File: src/rtl/alu4_pkg.sv
// Shared definitions for the 4-bit algebraic ALU and its result checker:
// ctrl encodings, data width, result record and checker state encoding.
package alu4_pkg;

    localparam int DATA_W = 4;

    localparam logic [2:0] OP_AND = 3'b000;
    localparam logic [2:0] OP_OR  = 3'b001;
    localparam logic [2:0] OP_ADD = 3'b010;
    localparam logic [2:0] OP_SUB = 3'b110;
    localparam logic [2:0] OP_SLT = 3'b111;

    // Packs as {f, zero, ovf}, the layout reported in the first-fail record.
    typedef struct packed {
        logic [DATA_W-1:0] f;
        logic              zero;
        logic              ovf;
    } result_t;

    typedef enum logic [1:0] {
        IDLE = 2'd0,
        RUN  = 2'd1,
        DONE = 2'd2
    } state_t;

endpackage

File: src/rtl/alu4_golden.sv
// Combinational golden model of the 4-bit ALU: recomputes f/zero/ovf for a
// vector and flags ctrl codes the ALU does not implement.
module alu4_golden
    import alu4_pkg::*;
(
    input  logic [DATA_W-1:0] a,
    input  logic [DATA_W-1:0] b,
    input  logic [2:0]        ctrl,
    output logic [DATA_W-1:0] f,
    output logic              zero,
    output logic              ovf,
    output logic              illegal
);

    logic [DATA_W-1:0] w_sum;
    logic [DATA_W-1:0] w_diff;
    logic              w_add_ovf;
    logic              w_sub_ovf;

    assign w_sum     = a + b;
    assign w_diff    = a - b;
    assign w_add_ovf = (a[DATA_W-1] == b[DATA_W-1]) && (w_sum[DATA_W-1]  != a[DATA_W-1]);
    assign w_sub_ovf = (a[DATA_W-1] != b[DATA_W-1]) && (w_diff[DATA_W-1] != a[DATA_W-1]);

    always_comb begin
        f       = '0;
        ovf     = 1'b0;
        illegal = 1'b0;
        case (ctrl)
            OP_AND: f = a & b;
            OP_OR:  f = a | b;
            OP_ADD: begin
                f   = w_sum;
                ovf = w_add_ovf;
            end
            OP_SUB: begin
                f   = w_diff;
                ovf = w_sub_ovf;
            end
            // Signed less-than: true sign of a-b is the raw sign corrected by overflow.
            OP_SLT: begin
                f   = {{(DATA_W-1){1'b0}}, w_diff[DATA_W-1] ^ w_sub_ovf};
                ovf = w_sub_ovf;
            end
            default: illegal = 1'b1;
        endcase
    end

    assign zero = (f == '0);

endmodule

File: config.mk
export PLATFORM = sky130hd
export DESIGN_NAME = alu4_golden
export DESIGN_NICKNAME = d
export VERILOG_FILES = /design/src/rtl/alu4_pkg.sv /design/src/rtl/alu4_golden.sv
export SDC_FILE = /design/constraint.sdc
export NUM_CORES = 1
export LEC_CHECK = 0
export ABC_AREA = 1
export BUFFER_PORTS_ARGS = -buffer_cell sky130_fd_sc_hd__clkbuf_2
export CORE_AREA = 4 4 41 43
export DETAILED_ROUTE_END_ITERATION = 16
export DIE_AREA = 0 0 45 47
export PLACE_DENSITY = 0.66
export SYNTH_ARGS = -nofsm -noshare
export SYNTH_HDL_FRONTEND = slang
export SYNTH_SLANG_ARGS = --single-unit
File: constraint.sdc
create_clock -name vclk -period 2.8
set_clock_uncertainty 0.05 [all_clocks]
set_input_delay 0.42 -clock vclk [all_inputs]
set_output_delay 0.42 -clock vclk [all_outputs]
set_load 0.02 [all_outputs]
==> results.sh, run 1 <==
export IMPL_fmax_mhz=384
export IMPL_antennaDiodeCount=0
export IMPL_vias=576
export IMPL_setup_viol=0
export IMPL_synth_top_area_cell="ha_1"
export IMPL_required_ps=2330
export IMPL_area_growth_pct=23.4
export IMPL_die_width_um=45
export IMPL_firstDrtPassIters=3
export IMPL_gp_congestion=0.774
export IMPL_slew_headroom=0.816
export IMPL_rsz0062_at_grt="no"
export IMPL_min_path_type="in -> out"
export IMPL_cp_max_fo=4
export IMPL_p_per_area_nw_per_um2=182
export IMPL_worst_pin_slew_ps=275
export IMPL_synthTopCellsByCount="nand2_1, inv_1, ha_1"
export IMPL_grtUsageTotal=0.126
export IMPL_routed_wl_mm=1.24
export IMPL_cap_viol_max_count=0
export IMPL_fin_util=0.528
export IMPL_synth_area_top_cells="ha_1, nand2_1, inv_1"
export IMPL_yosysWarningCount=0
export IMPL_via_per_inst=4.61
export IMPL_hold_violations=0
export IMPL_clock_buffers=0
export IMPL_grt_pass1_wl_mm=2.06
export IMPL_synth_top_area_share=0.247
export IMPL_hold_buffers=0
export IMPL_antenna_found_initial=0
export IMPL_globalRouteOverflowTotal=0
export IMPL_peakVddDrop_mv=0.0644
export IMPL_drc_errors=0
export IMPL_worstSetupEndpointType="output port"
export IMPL_post_drt_wl_per_cell_um=9.94
export IMPL_drive_gt1_frac=0.282
export IMPL_syn_avg_cell_area_sq_um=6.05
export IMPL_numPortBuffers=18
export IMPL_path_class="in -> out"
export IMPL_syn_cell_area_sq_um=557
export IMPL_dp_hpwl_mm=1.09
export IMPL_syn_nets=117
export IMPL_grt_max_degree=9
export IMPL_ys_seq_area_frac=0
export IMPL_ant_nets=0
export IMPL_core_area_sq_um=1300
export IMPL_status="finished, final reports clean"
export IMPL_finalSetupTns_ps=0
export IMPL_seq_cells=0
export IMPL_drtIter0Drc=6
export IMPL_synth_most_common_cell="nand2_1"
export IMPL_rows=13
export IMPL_initial_core_util=0.428
export IMPL_io_pins=18
export IMPL_worstSetupStartpointType="input pin"
export IMPL_synthCells=92
export IMPL_design_die_area_sq_um=2120
export IMPL_layout_min_cycle_time_ps=2610
export IMPL_die_h_um=47
export IMPL_synth_cell_types=17
export IMPL_slew_violations=0
export IMPL_grt_pass1_vias=500
export IMPL_power_leakage_uw=0.000440
export IMPL_critical_path_arrival_ps=2140
export IMPL_register_area_sq_um=0
export IMPL_finalCritPeriodShare=0.931
export IMPL_nets=137
## routing by layer
metal  GRT usage  share of wire
met4           0              0
met2       0.229           0.48
met1       0.175           0.47
met3     0.00383          0.046
met5           0              0
## layout by cell type, fill, tap and decap left out, drive strengths merged
cell type / count
xor2: 1
nor3: 3
buf: 2
a21oi: 2
o21bai: 1
o21ai: 1
fa: 3
nand3b: 4
nand3: 10
inv: 21
xnor2: 1
nand2: 23
clkbuf: 17
nor2: 10
ha: 11
## cell type report
cell class,count,area [sq um]
multi-input cells,70,489
well taps,15,18.8
repair buffers,19,100
inverters,21,78.8
fillers,154,614
## worst paths after layout
path,depth (start not counted),startpoint,slack (ps),endpoint
max,11,a[1],190,zero
min,5,a[3],1270,ovf
## worst max-delay path, cell delays in order
cell	delay, ps
clkbuf_2	140
inv_2	70
ha_4	240
o21bai_2	150
a21oi_2	80
fa_1	520
nor3_1	60
nor2_1	130
nand2_2	70
nor2_1	100
buf_4	150
## cell families after synthesis
group / after synthesis / synth area share
AND/OR/NAND/NOR: 50 / 0.411
adder cells (fa/ha/maj): 14 / 0.355
XOR/XNOR: 2 / 0.0315
AO/OA/AOI/OAI: 4 / 0.0404
buffers and inverters: 22 / 0.162
## power breakdown
part / leakage [uW] / total, uW / internal, uW / switching [uW]
logic: 0.000440 / 125 / 50.1 / 74.8
clock network: 0 / 0 / 0 / 0
registers: 0 / 0 / 0 / 0
total: 0.000440 / 125 / 50.1 / 74.8
## timing repair
action	4_1_cts	5_1_grt
endpoints found under the setup margin	0	4
resized for setup	0	8
setup buffers	0	0
## through the flow
step | area, sq um | total power, uW | setup slack [ps] | hold WS [ps] | cells
after floorplan | 557 | 81.8 | 210 | 1010 | 92
after global placement | 662 | 117 | 64.4 | 1260 | 125
after detailed placement | 662 | 119 | 12.7 | 1270 | 125
after CTS | 662 | 119 | 10.7 | 1270 | 125
after global routing | 687 | 141 | 48.1 | 1310 | 125
final | 687 | 125 | 193 | 1270 | 125
Power figures use the tool's default switching activity.
==> run 2: changes to the inputs <==
--- a/config.mk
+++ b/config.mk
@@ -5,12 +5,11 @@
 export SDC_FILE = /design/constraint.sdc
 export NUM_CORES = 1
 export LEC_CHECK = 0
-export ABC_AREA = 1
 export BUFFER_PORTS_ARGS = -buffer_cell sky130_fd_sc_hd__clkbuf_2
 export CORE_AREA = 4 4 41 43
 export DETAILED_ROUTE_END_ITERATION = 16
 export DIE_AREA = 0 0 45 47
-export PLACE_DENSITY = 0.66
+export PLACE_DENSITY = 0.65
 export SYNTH_ARGS = -nofsm -noshare
 export SYNTH_HDL_FRONTEND = slang
 export SYNTH_SLANG_ARGS = --single-unit
==> results.sh, run 2 <==
export IMPL_status="finished, final reports clean"
export IMPL_final_common_cell="buf_4"
export IMPL_antennaDiodeCount=0
export IMPL_synth_top_area_cell="ha_1"
export IMPL_power_leakage_uw=0.000421
export IMPL_synthTopCellsByCount="ha_1, inv_1, nor2_1"
export IMPL_firstDrtPassIters=4
export IMPL_worstSetupStartpointType="input pin"
export IMPL_final_cell_mix="buf_4, clkbuf_2, inv_1"
export IMPL_antenna_found_initial=0
export IMPL_area_growth_pct=50.7
export IMPL_dp_hpwl_mm=1.02
export IMPL_min_path_type="in -> out"
export IMPL_die_h_um=47
export IMPL_slew_violations=0
export IMPL_grtUsageTotal=0.125
export IMPL_grt_pass1_vias=508
export IMPL_dp_cells=108
export IMPL_synth_top_area_share=0.249
export IMPL_synth_area_top_cells="ha_1, fa_1, inv_1"
export IMPL_rows=13
export IMPL_design_die_area_sq_um=2120
export IMPL_syn_cell_area_sq_um=553
export IMPL_hold_ws_ps=1160
export IMPL_place_ws_ps=-174
export IMPL_yosysWarningCount=0
export IMPL_grt_pass1_wl_mm=2.08
export IMPL_layout_min_cycle_time_ps=2780
export IMPL_cp_max_fo=2
export IMPL_instances_no_fill=113
export IMPL_worst_pin_slew_ps=546
export IMPL_initial_core_util=0.425
export IMPL_nets=125
export IMPL_path_class="in -> out"
export IMPL_peakVddDrop_mv=0.0835
export IMPL_rsz0062_at_grt="yes"
export IMPL_routed_wl_mm=1.28
export IMPL_p_per_area_nw_per_um2=184
export IMPL_syn_avg_cell_area_sq_um=8.25
export IMPL_ant_nets=0
export IMPL_clock_buffers=0
export IMPL_hold_buffers=0
export IMPL_numPortBuffers=18
export IMPL_syn_nets=92
export IMPL_critical_path_arrival_ps=2310
export IMPL_synth_cell_types=30
export IMPL_seq_cells=0
export IMPL_post_drt_wl_per_cell_um=11.3
export IMPL_setup_viol=0
export IMPL_io_pins=18
export IMPL_required_ps=2330
export IMPL_ys_seq_area_frac=0
export IMPL_fin_ws_ps=17.3
export IMPL_finalCritPeriodShare=0.994
export IMPL_synthCells=67
export IMPL_core_area_sq_um=1300
export IMPL_gp_congestion=0.795
export IMPL_drtIter0Drc=5
export IMPL_worstSetupEndpointType="output port"
export IMPL_fmax_mhz=359
export IMPL_drc_errors=0
export IMPL_grt_max_degree=15
export IMPL_die_width_um=45
export IMPL_hold_violations=0
export IMPL_fin_util=0.640
export IMPL_slew_headroom=0.630
export IMPL_register_area_sq_um=0
export IMPL_cap_viol_max_count=0
export IMPL_via_per_inst=5.06
export IMPL_globalRouteOverflowTotal=0
export IMPL_drive_gt1_frac=0.480
export IMPL_vias=572
==> run 2: worst max-delay path, stage by stage <==
cell and delay (ps):
buf_8 110, inv_6 50, ha_4 200, nor2_2 70
nor2_1 40, nor2_1 80, nor2_1 60, fa_1 490
and4bb_1 190, a31oi_2 160, o211ai_2 130, nor4_4 140
buf_4 170
==> run 2: cell type report <==
type	count	area (sq um)
Multi-Input combinational cell	53	529
Tap cell	15	18.8
Inverter	11	46.3
Fill cell	127	468
Timing Repair Buffer	34	239
==> run 2: path summary, 6_finish.rpt <==
check	end	slack, ps	cells past startpoint	start
hold / removal	ovf	1160	3	a[3]
setup / recovery	zero	20	13	b[1]
==> run 2: report_power, final <==
group | leakage [uW] | switching (uW) | internal [uW]
logic | 0.000421 | 76.9 | 76.3
clock network | 0 | 0 | 0
registers | 0 | 0 | 0
==> run 2: per-stage QoR <==
| stage | setup TNS (ps) | power, uW | instance area, sq um |
|---|---|---|---|
| 2_1_floorplan | -90.7 | 85.0 | 562 |
| 3_3_place_gp | -171 | 128 | 719 |
| 3_5_place_dp | -193 | 130 | 719 |
| 4_1_cts | -63.9 | 136 | 742 |
| 5_1_grt | -143 | 171 | 833 |
| 6_report | 0 | 153 | 833 |
==> run 2: cell families (layout without fill, tap and decap cells) <==
group | count (synthesis) | count (layout) | synth area share
compound gates | 12 | 12 | 0.174
xor+xnor | 1 | 1 | 0.0158
fa+ha+maj | 14 | 14 | 0.357
buf+inv | 14 | 45 | 0.136
mux | 3 | 3 | 0.0543
simple gates | 23 | 23 | 0.262
==> run 2: layer usage <==
metal | GRT usage | vias to the layer above | routed length [um]
met1 | 0.177 | 260 | 549
met2 | 0.229 | 17 | 657
met3 | 0 | 0 | 75
met5 | 0 | - | 0
li1 | - | 295 | -
met4 | 0 | 0 | 0
==> run 2: what timing repair did <==
| item | in CTS | in global routing |
|---|---|---|
| gates resized for setup | 4 | 16 |
| pin swaps | 3 | 2 |
| setup endpoints to repair | 2 | 3 |
| buffers inserted | 1 | 4 |
==> run 3: changes to the inputs <==
--- a/config.mk
+++ b/config.mk
@@ -6,10 +6,12 @@
 export NUM_CORES = 1
 export LEC_CHECK = 0
 export BUFFER_PORTS_ARGS = -buffer_cell sky130_fd_sc_hd__clkbuf_2
-export CORE_AREA = 4 4 41 43
+export CELL_PAD_IN_SITES_DETAIL_PLACEMENT = 1
+export CELL_PAD_IN_SITES_GLOBAL_PLACEMENT = 2
+export CORE_MARGIN = 4
+export CORE_UTILIZATION = 31
 export DETAILED_ROUTE_END_ITERATION = 16
-export DIE_AREA = 0 0 45 47
-export PLACE_DENSITY = 0.65
+export PLACE_DENSITY = 0.83
 export SYNTH_ARGS = -nofsm -noshare
 export SYNTH_HDL_FRONTEND = slang
 export SYNTH_SLANG_ARGS = --single-unit
==> results.sh, run 3 (synthesized netlist as in run 2, its figures left out) <==
export IMPL_vias=592
export IMPL_worstSetupStartpointType="input pin"
export IMPL_dp_hpwl_mm=1.31
export IMPL_p_clk_frac=0
export IMPL_rows=14
export IMPL_drtIter0Drc=2
export IMPL_cap_viol_max_count=0
export IMPL_globalRouteOverflowTotal=0
export IMPL_grt_pass1_vias=625
export IMPL_fin_ws_ps=-59.5
export IMPL_hold_violations=0
export IMPL_die_width_um=50.2
export IMPL_design_die_area_sq_um=2520
export IMPL_ant_nets=0
export IMPL_antenna_found_initial=0
export IMPL_path_class="in -> out"
export IMPL_slew_headroom=0.798
export IMPL_switching_share=0.489
export IMPL_drc_errors=0
export IMPL_slew_violations=0
export IMPL_register_area_sq_um=0
export IMPL_violations="negative setup slack"
export IMPL_switchingPower_uw=81.1
export IMPL_rsz0062_at_grt="yes"
export IMPL_critical_path_arrival_ps=2390
export IMPL_fin_util=0.539
export IMPL_die_h_um=50.2
export IMPL_layout_min_cycle_time_ps=2860
export IMPL_final_common_cell="buf_4"
export IMPL_cp_max_fo=2
export IMPL_seq_cells=0
export IMPL_io_pins=18
export IMPL_drive_gt1_frac=0.485
export IMPL_grt_max_degree=15
export IMPL_clock_buffers=0
export IMPL_power_leakage_uw=0.000438
export IMPL_hold_path_startpoint="a[3]"
export IMPL_via_per_inst=4.74
export IMPL_final_area_sq_um=860
export IMPL_min_path_type="in -> out"
export IMPL_post_drt_wl_per_cell_um=12.7
export IMPL_status="finished, violations left"
export IMPL_intPower_uw=84.8
export IMPL_setup_viol=1
export IMPL_numPortBuffers=18
export IMPL_fmax_mhz=350
export IMPL_combPwrFrac=1.000
export IMPL_hold_buffers=0
export IMPL_core_area_sq_um=1590
export IMPL_worstSetupEndpointType="output port"
export IMPL_placedInstanceArea_sq_um=746
export IMPL_routed_wl_mm=1.59
export IMPL_grtUsageTotal=0.133
export IMPL_firstDrtPassIters=4
export IMPL_area_growth_pct=55.4
export IMPL_nets=128
export IMPL_gp_congestion=0.769
export IMPL_power_uw=166
export IMPL_p_per_area_nw_per_um2=193
export IMPL_finalCritPeriodShare=1.02
export IMPL_antennaDiodeCount=0
export IMPL_peakVddDrop_mv=0.0882
export IMPL_cp_startpoint="b[1]"
export IMPL_worst_pin_slew_ps=302
export IMPL_hold_ws_ps=1160
export IMPL_initial_core_util=0.347
export IMPL_required_ps=2330
export IMPL_finalSetupTns_ps=-59.5
export IMPL_grt_pass1_wl_mm=2.71
export IMPL_final_cell_mix="buf_4, clkbuf_2, inv_1"
export IMPL_seqPwrFrac=0
run 3: timing repair:
action	CTS	global route
pin swaps	1	1
setup endpoints to repair	3	3
resized for setup	11	11
buffers inserted	5	2
run 3: worst max-delay path: stages:
cell	delay (ps)
buf_8	100
inv_6	50
ha_4	190
nor2_2	70
nor2_1	40
nor2_1	90
nor2_1	60
fa_1	500
and4bb_1	220
a31oi_2	150
o211ai_2	130
nor4_4	160
clkbuf_8	190
run 3: power by group through the flow:
stage / Sequential [uW] / Clock, uW / Combinational (uW)
after floorplan: 0 / 0 / 85.0
after global placement: 0 / 0 / 133
after detailed placement: 0 / 0 / 138
after CTS: 0 / 0 / 153
after global routing: 0 / 0 / 183
final: 0 / 0 / 166
run 3: metal layers:
metal | up-vias | GRT usage | share of wire | wire length [um]
met5 | - | 0 | 0 | 0
met4 | 0 | 0.0323 | 0.0094 | 15
met3 | 2 | 0.00592 | 0.033 | 53
met2 | 16 | 0.254 | 0.55 | 874
met1 | 274 | 0.160 | 0.41 | 648
li1 | 300 | - | - | -
run 3: metrics by stage:
| step | cells | setup slack (ps) |
|---|---|---|
| floorplan | 67 | -90.7 |
| finish | 125 | -59.5 |
| detailed placement | 119 | -214 |
| global placement | 119 | -129 |
| global route | 125 | -158 |
| CTS | 123 | -99.3 |
run 3: worst paths after layout:
check	to	slack (ps)	cells after the start
max	zero	-60	13
min	ovf	1160	3
run 3: area by class of cell:
cell class | instances | area (sq um)
fill | 196 | 734
tap | 24 | 30.0
multi-input combinational | 53 | 507
timing repair buffer | 37 | 274
inverter | 11 | 48.8
